--- src/rtl/mem_access_unit.sv ---
// mem_access_unit: load/store initiator for a word-wide data memory.
// Word-crossing loads are split into two aligned reads; crossing stores become byte-store sequences.
`default_nettype none

module mem_access_unit #(
  parameter int ADDR_WIDTH = 32,
  parameter int DATA_WIDTH = 32,
  parameter bit SPLIT_EN   = 1'b1
) (
  input  logic                  clk,
  input  logic                  rst,
  input  logic                  req_valid,
  output logic                  req_ready,
  input  logic                  req_store,
  input  logic [2:0]            req_op,
  input  logic [ADDR_WIDTH-1:0] req_addr,
  input  logic [DATA_WIDTH-1:0] req_wdata,
  output logic                  resp_valid,
  output logic [DATA_WIDTH-1:0] resp_rdata,
  output logic                  resp_misaligned,
  output logic [ADDR_WIDTH-1:0] mem_addr,
  output logic [DATA_WIDTH-1:0] mem_din,
  output logic [2:0]            mem_memOp,
  output logic                  mem_we,
  input  logic [DATA_WIDTH-1:0] mem_dout
);

  typedef enum logic [2:0] {
    S_IDLE       = 3'd0,
    S_LOAD_A     = 3'd1,
    S_LOAD_B     = 3'd2,
    S_LOAD_FIN   = 3'd3,
    S_STORE      = 3'd4,
    S_STORE_BYTE = 3'd5,
    S_RESP       = 3'd6
  } state_e;

  localparam logic [2:0] OP_SB = 3'd0;
  localparam logic [2:0] OP_LW = 3'd2;

  state_e                  state_q, state_d;
  logic [ADDR_WIDTH-1:0]   addr_q, addr_d;
  logic [DATA_WIDTH-1:0]   wdata_q, wdata_d;
  logic [2:0]              op_q, op_d;
  logic                    cross_q, cross_d;
  logic [DATA_WIDTH-1:0]   lo_q, lo_d;
  logic [DATA_WIDTH-1:0]   rdata_q, rdata_d;
  logic [1:0]              cnt_q, cnt_d;

  // Access width minus one in bytes: 0 (byte), 1 (half) or 3 (word).
  function automatic logic [1:0] width_m1(input logic [2:0] op);
    case (op[1:0])
      2'd0:    width_m1 = 2'd0;
      2'd1:    width_m1 = 2'd1;
      default: width_m1 = 2'd3;
    endcase
  endfunction

  logic                    req_cross;
  logic                    split;
  logic [1:0]              wm1_q;
  logic                    sign_ext;
  logic [ADDR_WIDTH-1:0]   aligned;
  logic [2*DATA_WIDTH-1:0] pair;
  logic [DATA_WIDTH-1:0]   shifted;
  logic [DATA_WIDTH-1:0]   joined;

  assign req_cross = ({1'b0, req_addr[1:0]} + {1'b0, width_m1(req_op)}) >= 3'd4;
  assign split     = cross_q && SPLIT_EN;
  assign wm1_q     = width_m1(op_q);
  assign sign_ext  = (op_q == 3'd0) || (op_q == 3'd1);
  assign aligned   = {addr_q[ADDR_WIDTH-1:2], 2'b00};
  assign pair      = {mem_dout, lo_q};
  assign shifted   = pair[{addr_q[1:0], 3'b000} +: DATA_WIDTH];

  // Only halves and words can cross, so byte extraction is never needed here.
  always_comb begin
    joined = shifted;
    if (wm1_q == 2'd1) begin
      joined = sign_ext ? {{(DATA_WIDTH-16){shifted[15]}}, shifted[15:0]}
                        : {{(DATA_WIDTH-16){1'b0}}, shifted[15:0]};
    end
  end

  always_ff @(posedge clk or posedge rst) begin
    if (rst) begin
      state_q <= S_IDLE;
      addr_q  <= '0;
      wdata_q <= '0;
      op_q    <= OP_LW;
      cross_q <= 1'b0;
      lo_q    <= '0;
      rdata_q <= '0;
      cnt_q   <= 2'd0;
    end else begin
      state_q <= state_d;
      addr_q  <= addr_d;
      wdata_q <= wdata_d;
      op_q    <= op_d;
      cross_q <= cross_d;
      lo_q    <= lo_d;
      rdata_q <= rdata_d;
      cnt_q   <= cnt_d;
    end
  end

  always_comb begin
    state_d         = state_q;
    addr_d          = addr_q;
    wdata_d         = wdata_q;
    op_d            = op_q;
    cross_d         = cross_q;
    lo_d            = lo_q;
    rdata_d         = rdata_q;
    cnt_d           = cnt_q;
    req_ready       = 1'b0;
    resp_valid      = 1'b0;
    resp_rdata      = '0;
    resp_misaligned = 1'b0;
    mem_addr        = '0;
    mem_din         = '0;
    mem_memOp       = OP_LW;
    mem_we          = 1'b0;

    case (state_q)
      S_IDLE: begin
        req_ready = 1'b1;
        if (req_valid) begin
          addr_d  = req_addr;
          wdata_d = req_wdata;
          op_d    = req_op;
          cross_d = req_cross;
          cnt_d   = 2'd0;
          rdata_d = '0;
          if (!req_store)                  state_d = S_LOAD_A;
          else if (req_cross && SPLIT_EN)  state_d = S_STORE_BYTE;
          else                             state_d = S_STORE;
        end
      end
      S_LOAD_A: begin
        if (split) begin
          mem_addr  = aligned;
          mem_memOp = OP_LW;
          state_d   = S_LOAD_B;
        end else begin
          mem_addr  = addr_q;
          mem_memOp = op_q;
          state_d   = S_LOAD_FIN;
        end
      end
      S_LOAD_B: begin
        lo_d      = mem_dout;
        mem_addr  = aligned + ADDR_WIDTH'(4);
        mem_memOp = OP_LW;
        state_d   = S_LOAD_FIN;
      end
      S_LOAD_FIN: begin
        // Unsplit reads come back already extended by the memory.
        rdata_d = split ? joined : mem_dout;
        state_d = S_RESP;
      end
      S_STORE: begin
        mem_addr  = addr_q;
        mem_din   = wdata_q;
        mem_memOp = op_q;
        mem_we    = 1'b1;
        state_d   = S_RESP;
      end
      S_STORE_BYTE: begin
        mem_addr  = addr_q + ADDR_WIDTH'(cnt_q);
        mem_din   = {{(DATA_WIDTH-8){1'b0}}, wdata_q[{cnt_q, 3'b000} +: 8]};
        mem_memOp = OP_SB;
        mem_we    = 1'b1;
        cnt_d     = cnt_q + 2'd1;
        if (cnt_q == wm1_q) state_d = S_RESP;
      end
      S_RESP: begin
        resp_valid      = 1'b1;
        resp_rdata      = rdata_q;
        resp_misaligned = cross_q;
        state_d         = S_IDLE;
      end
      default: state_d = S_IDLE;
    endcase
  end

endmodule

`default_nettype wire

--- config.mk ---
export PLATFORM = sky130hd
export DESIGN_NAME = mem_access_unit
export DESIGN_NICKNAME = d
export VERILOG_FILES = /design/src/rtl/mem_access_unit.sv
export SDC_FILE = /design/constraint.sdc
export NUM_CORES = 1
export LEC_CHECK = 0
export CAP_MARGIN = 20
export CORE_MARGIN = 3
export CORE_UTILIZATION = 29
export DETAILED_ROUTE_END_ITERATION = 10
export GPL_TIMING_DRIVEN = 0
export PLACE_DENSITY = 0.53
export SLEW_MARGIN = 20
export SYNTH_ARGS = -nofsm -noshare
export SYNTH_HDL_FRONTEND = slang
export SYNTH_SLANG_ARGS = --single-unit
--- constraint.sdc ---
create_clock -name clk -period 6 [get_ports clk]
set_input_delay 1.2 -clock clk [delete_from_list [all_inputs] [get_ports clk]]
set_output_delay 1.2 -clock clk [all_outputs]
set_load 0.01 [all_outputs]
==> results.tsv <==
metric	value	unit
area_growth	37.78	%
cap_violations	0	
fin_crit_sh	94.01	%
synth.top_cell.area_share	40.39	%
n_fill_cell	2872	
grt_max_degree	81	
antenna_found_initial	1	
rsz0062_at_grt	false	
hold_violations	0	
fin_skew	9.371	ps
n_antenna_cell	0	
avgRoutedWirePerCell	20.37	um
ys_types	55	
swShare	42.22	%
yosysMostFrequentCell	nand2_1	
clkTransAtPathRegs	70	ps
crit_family	buffers and inverters	
synth_cells	929	
cts_max_level	4	
synth.area.top_cells	dfrtp_1 40%, mux4_2 9.6%, nand2_1 9.6%	
ys.flop_type	dfrtp_1	
post_cts_buffers	0	
syn_nets	1037	
synth_common_cells	216 x nand2_1, 136 x dfrtp_1, 72 x o21ai_0	
die_area	31130	um2
die_y	176.5	um
cts_tree	done	
drcViolationCount	0	
cts_sinks	137	
min_period	5640	ps
drt_iter0_markers	574	
slew_headroom	44.82	%
cts_buffer_depth	2	
end_kind	output pin	
cts-root-buf	clkbuf_16	
status	complete, no violations	
r2r_cells	7	
place_hpwl	23570	um
grt_pass1_vias	8179	
wl	31460	um
portBuffers	205	
clock_latency	430	ps
ant_nets	0	
final.setup.tns	0	ps
worst-path-buf-inv	6	
power.density	513.4	nW/um2
slowest_stage	clkdlybuf4s50_1	
ys_ff_latch	137	
clkPwrFrac	19.1	%
hold-path-cell-count	2	
vias	8107	
synth_area_per_cell	9.070	um2
io-pin-count	206	
worstMarginPinSlew	821.4	ps
stdcell_area	11610	um2
path_max_fanout	10	
regArea	3430	um2
yosys_warnings	0	
min_path_type	reg -> reg	
grt_pass1_wl	48870	um
grt_overflow	0	
worstSetupPathType	reg -> out	
drive_above_1_share	11.57	%
synthArstFlopShare	100.0	%
crit_cells	12	
synth_seq_area_share	40.70	%
synth.largest_area_cell	dfrtp_1	
p_total	5.960	mW
synth_edf_count	0	
cp.required	4800	ps
start_util	29.84	%
critPathArrivalTime	4440	ps
slowest_delay	570	ps
finalSetupViolations	0	
fmax	177.3	MHz
synth_area	8426	um2
die_w	176.5	um
p_leak	4.814	nW
viasPerCell	5.247	
place_area	10990	um2
drv_slew	0	
grt_usage	20.32	%
combPwrFrac	51.5	%
drt_pre_antenna_iters	5	
rows	61	
internal_power	3.444	mW
switchingPower	2.516	mW
multi_input_area	4641	um2
vdd_drop_max	0.0002794	V
core	28240	um2
worstPathCellList	buf_2, buf_2, buf_2, inv_1, fa_1, nor2b_1, clkbuf_1, a21oi_1, nor3_1, nand3_1, o21ai_0, clkdlybuf4s50_1	
layout.nets	1262	
critPathLaunchType	flip-flop	
crit_top_cell	buf_2	
cts_buffers	17	
gp_congestion	0.8983	
power_frac_seq	29.4	%
==> cell type report <==
cell class	count	share of cell area (%)
Buffer	77	2.727
Clock buffer	17	3.665
Clock inverter	15	1.649
Inverter	12	0.4527
Multi-Input combinational cell	703	39.98
Sequential cell	137	29.54
Tap cell	378	4.074
Timing Repair Buffer	206	17.91
==> worst paths after layout <==
path | startpoint | to | slack [ps]
setup / recovery | addr_q[1]$_DFFE_PP0P_ | mem_addr[24] | 360
hold / removal | wdata_q[23]$_DFFE_PP0P_ | wdata_q[23]$_DFFE_PP0P_ | 490
setup reg to reg | state_q[0]$_DFFE_PP0P_ | addr_q[9]$_DFFE_PP0P_ | 3600
hold reg to reg | wdata_q[23]$_DFFE_PP0P_ | wdata_q[23]$_DFFE_PP0P_ | 490
max in group asynchronous | rst | addr_q[11]$_DFFE_PP0P_ | 4030
min in group asynchronous | rst | wdata_q[4]$_DFFE_PP0P_ | 1200
==> what timing repair did <==
action | 4_1_cts | 5_1_grt
resized for setup | 0 | 1
hold buffers | 0 | 0
endpoints found under the setup margin | 0 | 1
==> cell families after synthesis <==
group	Yosys count	share of synthesized area, %
adder cells (fa/ha/maj)	5	0.8316
multiplexers	94	17.02
XOR/XNOR	2	0.2079
flip-flops	137	40.70
AO/OA/AOI/OAI	188	13.77
AND/OR/NAND/NOR	414	23.18
buffers and inverters	89	4.292
==> routing by layer <==
| layer | wire length [um] | up-vias | global-route usage, % |
|---|---|---|---|
| met5 | 11 | - | 0 |
| met1 | 14310 | 3982 | 28.73 |
| li1 | - | 3773 | - |
| met2 | 14470 | 311 | 32.04 |
| met3 | 2054 | 39 | 3.957 |
| met4 | 623 | 2 | 5.270 |
==> flip-flops by register name, indices dropped and copies added, names as in the netlist <==
name and count:
state_q 3, cross_q 1, lo_q 32, rdata_q 32
wdata_q 32, op_q 3, addr_q 32, cnt_q 2
==> layout by cell type, fill, tap and decap left out, drive strengths merged, types with 8 or more instances in the layout <==
| cell | n |
|---|---|
| nand2 | 216 |
| clkdlybuf4s50 | 205 |
| dfrtp | 136 |
| o21ai | 74 |
| clkbuf | 64 |
| nor2 | 40 |
| a21oi | 40 |
| nand3 | 40 |
| and2 | 39 |
| mux4 | 36 |
| mux2 | 34 |
| buf | 31 |
| and3 | 29 |
| mux2i | 24 |
| inv | 18 |
| a22oi | 17 |
| a31oi | 13 |
| nand4 | 13 |
| a41oi | 9 |
| nand2b | 8 |
| a32o | 8 |
| nor3 | 8 |
==> power by group through the flow <==
stage	Combinational [mW]	Sequential, mW	Clock (mW)
2_1_floorplan	2.00	1.61	0
3_3_place_gp	3.04	1.75	0
3_5_place_dp	3.07	1.76	0
4_1_cts	3.08	1.74	1.16
5_1_grt	3.37	1.82	1.19
6_report	3.07	1.75	1.14
==> worst register-to-register path, stage by stage (launching register included) <==
cell	delay [ps]
dfrtp_1	350
buf_2	160
nor3_2	450
nand2_1	430
clkbuf_1	350
clkbuf_1	330
nand2_1	150
nand2_1	60
==> metrics by stage <==
| stage | utilization [%] | cells | setup slack [ps] | hold slack (ps) |
|---|---|---|---|---|
| after CTS | 41.09 | 1545 | 276.9 | 495.2 |
| after floorplan | - | 929 | 1134 | 450.7 |
| after detailed placement | 38.90 | 1513 | 745.2 | 476.7 |
| after global placement | 38.78 | 1512 | -1210 | 475.9 |
| after global routing | 41.11 | 1545 | 126.2 | 532.2 |
| final | 41.11 | 1545 | 359.7 | 489.1 |
Note: power is estimated with default switching activity, not from simulation.
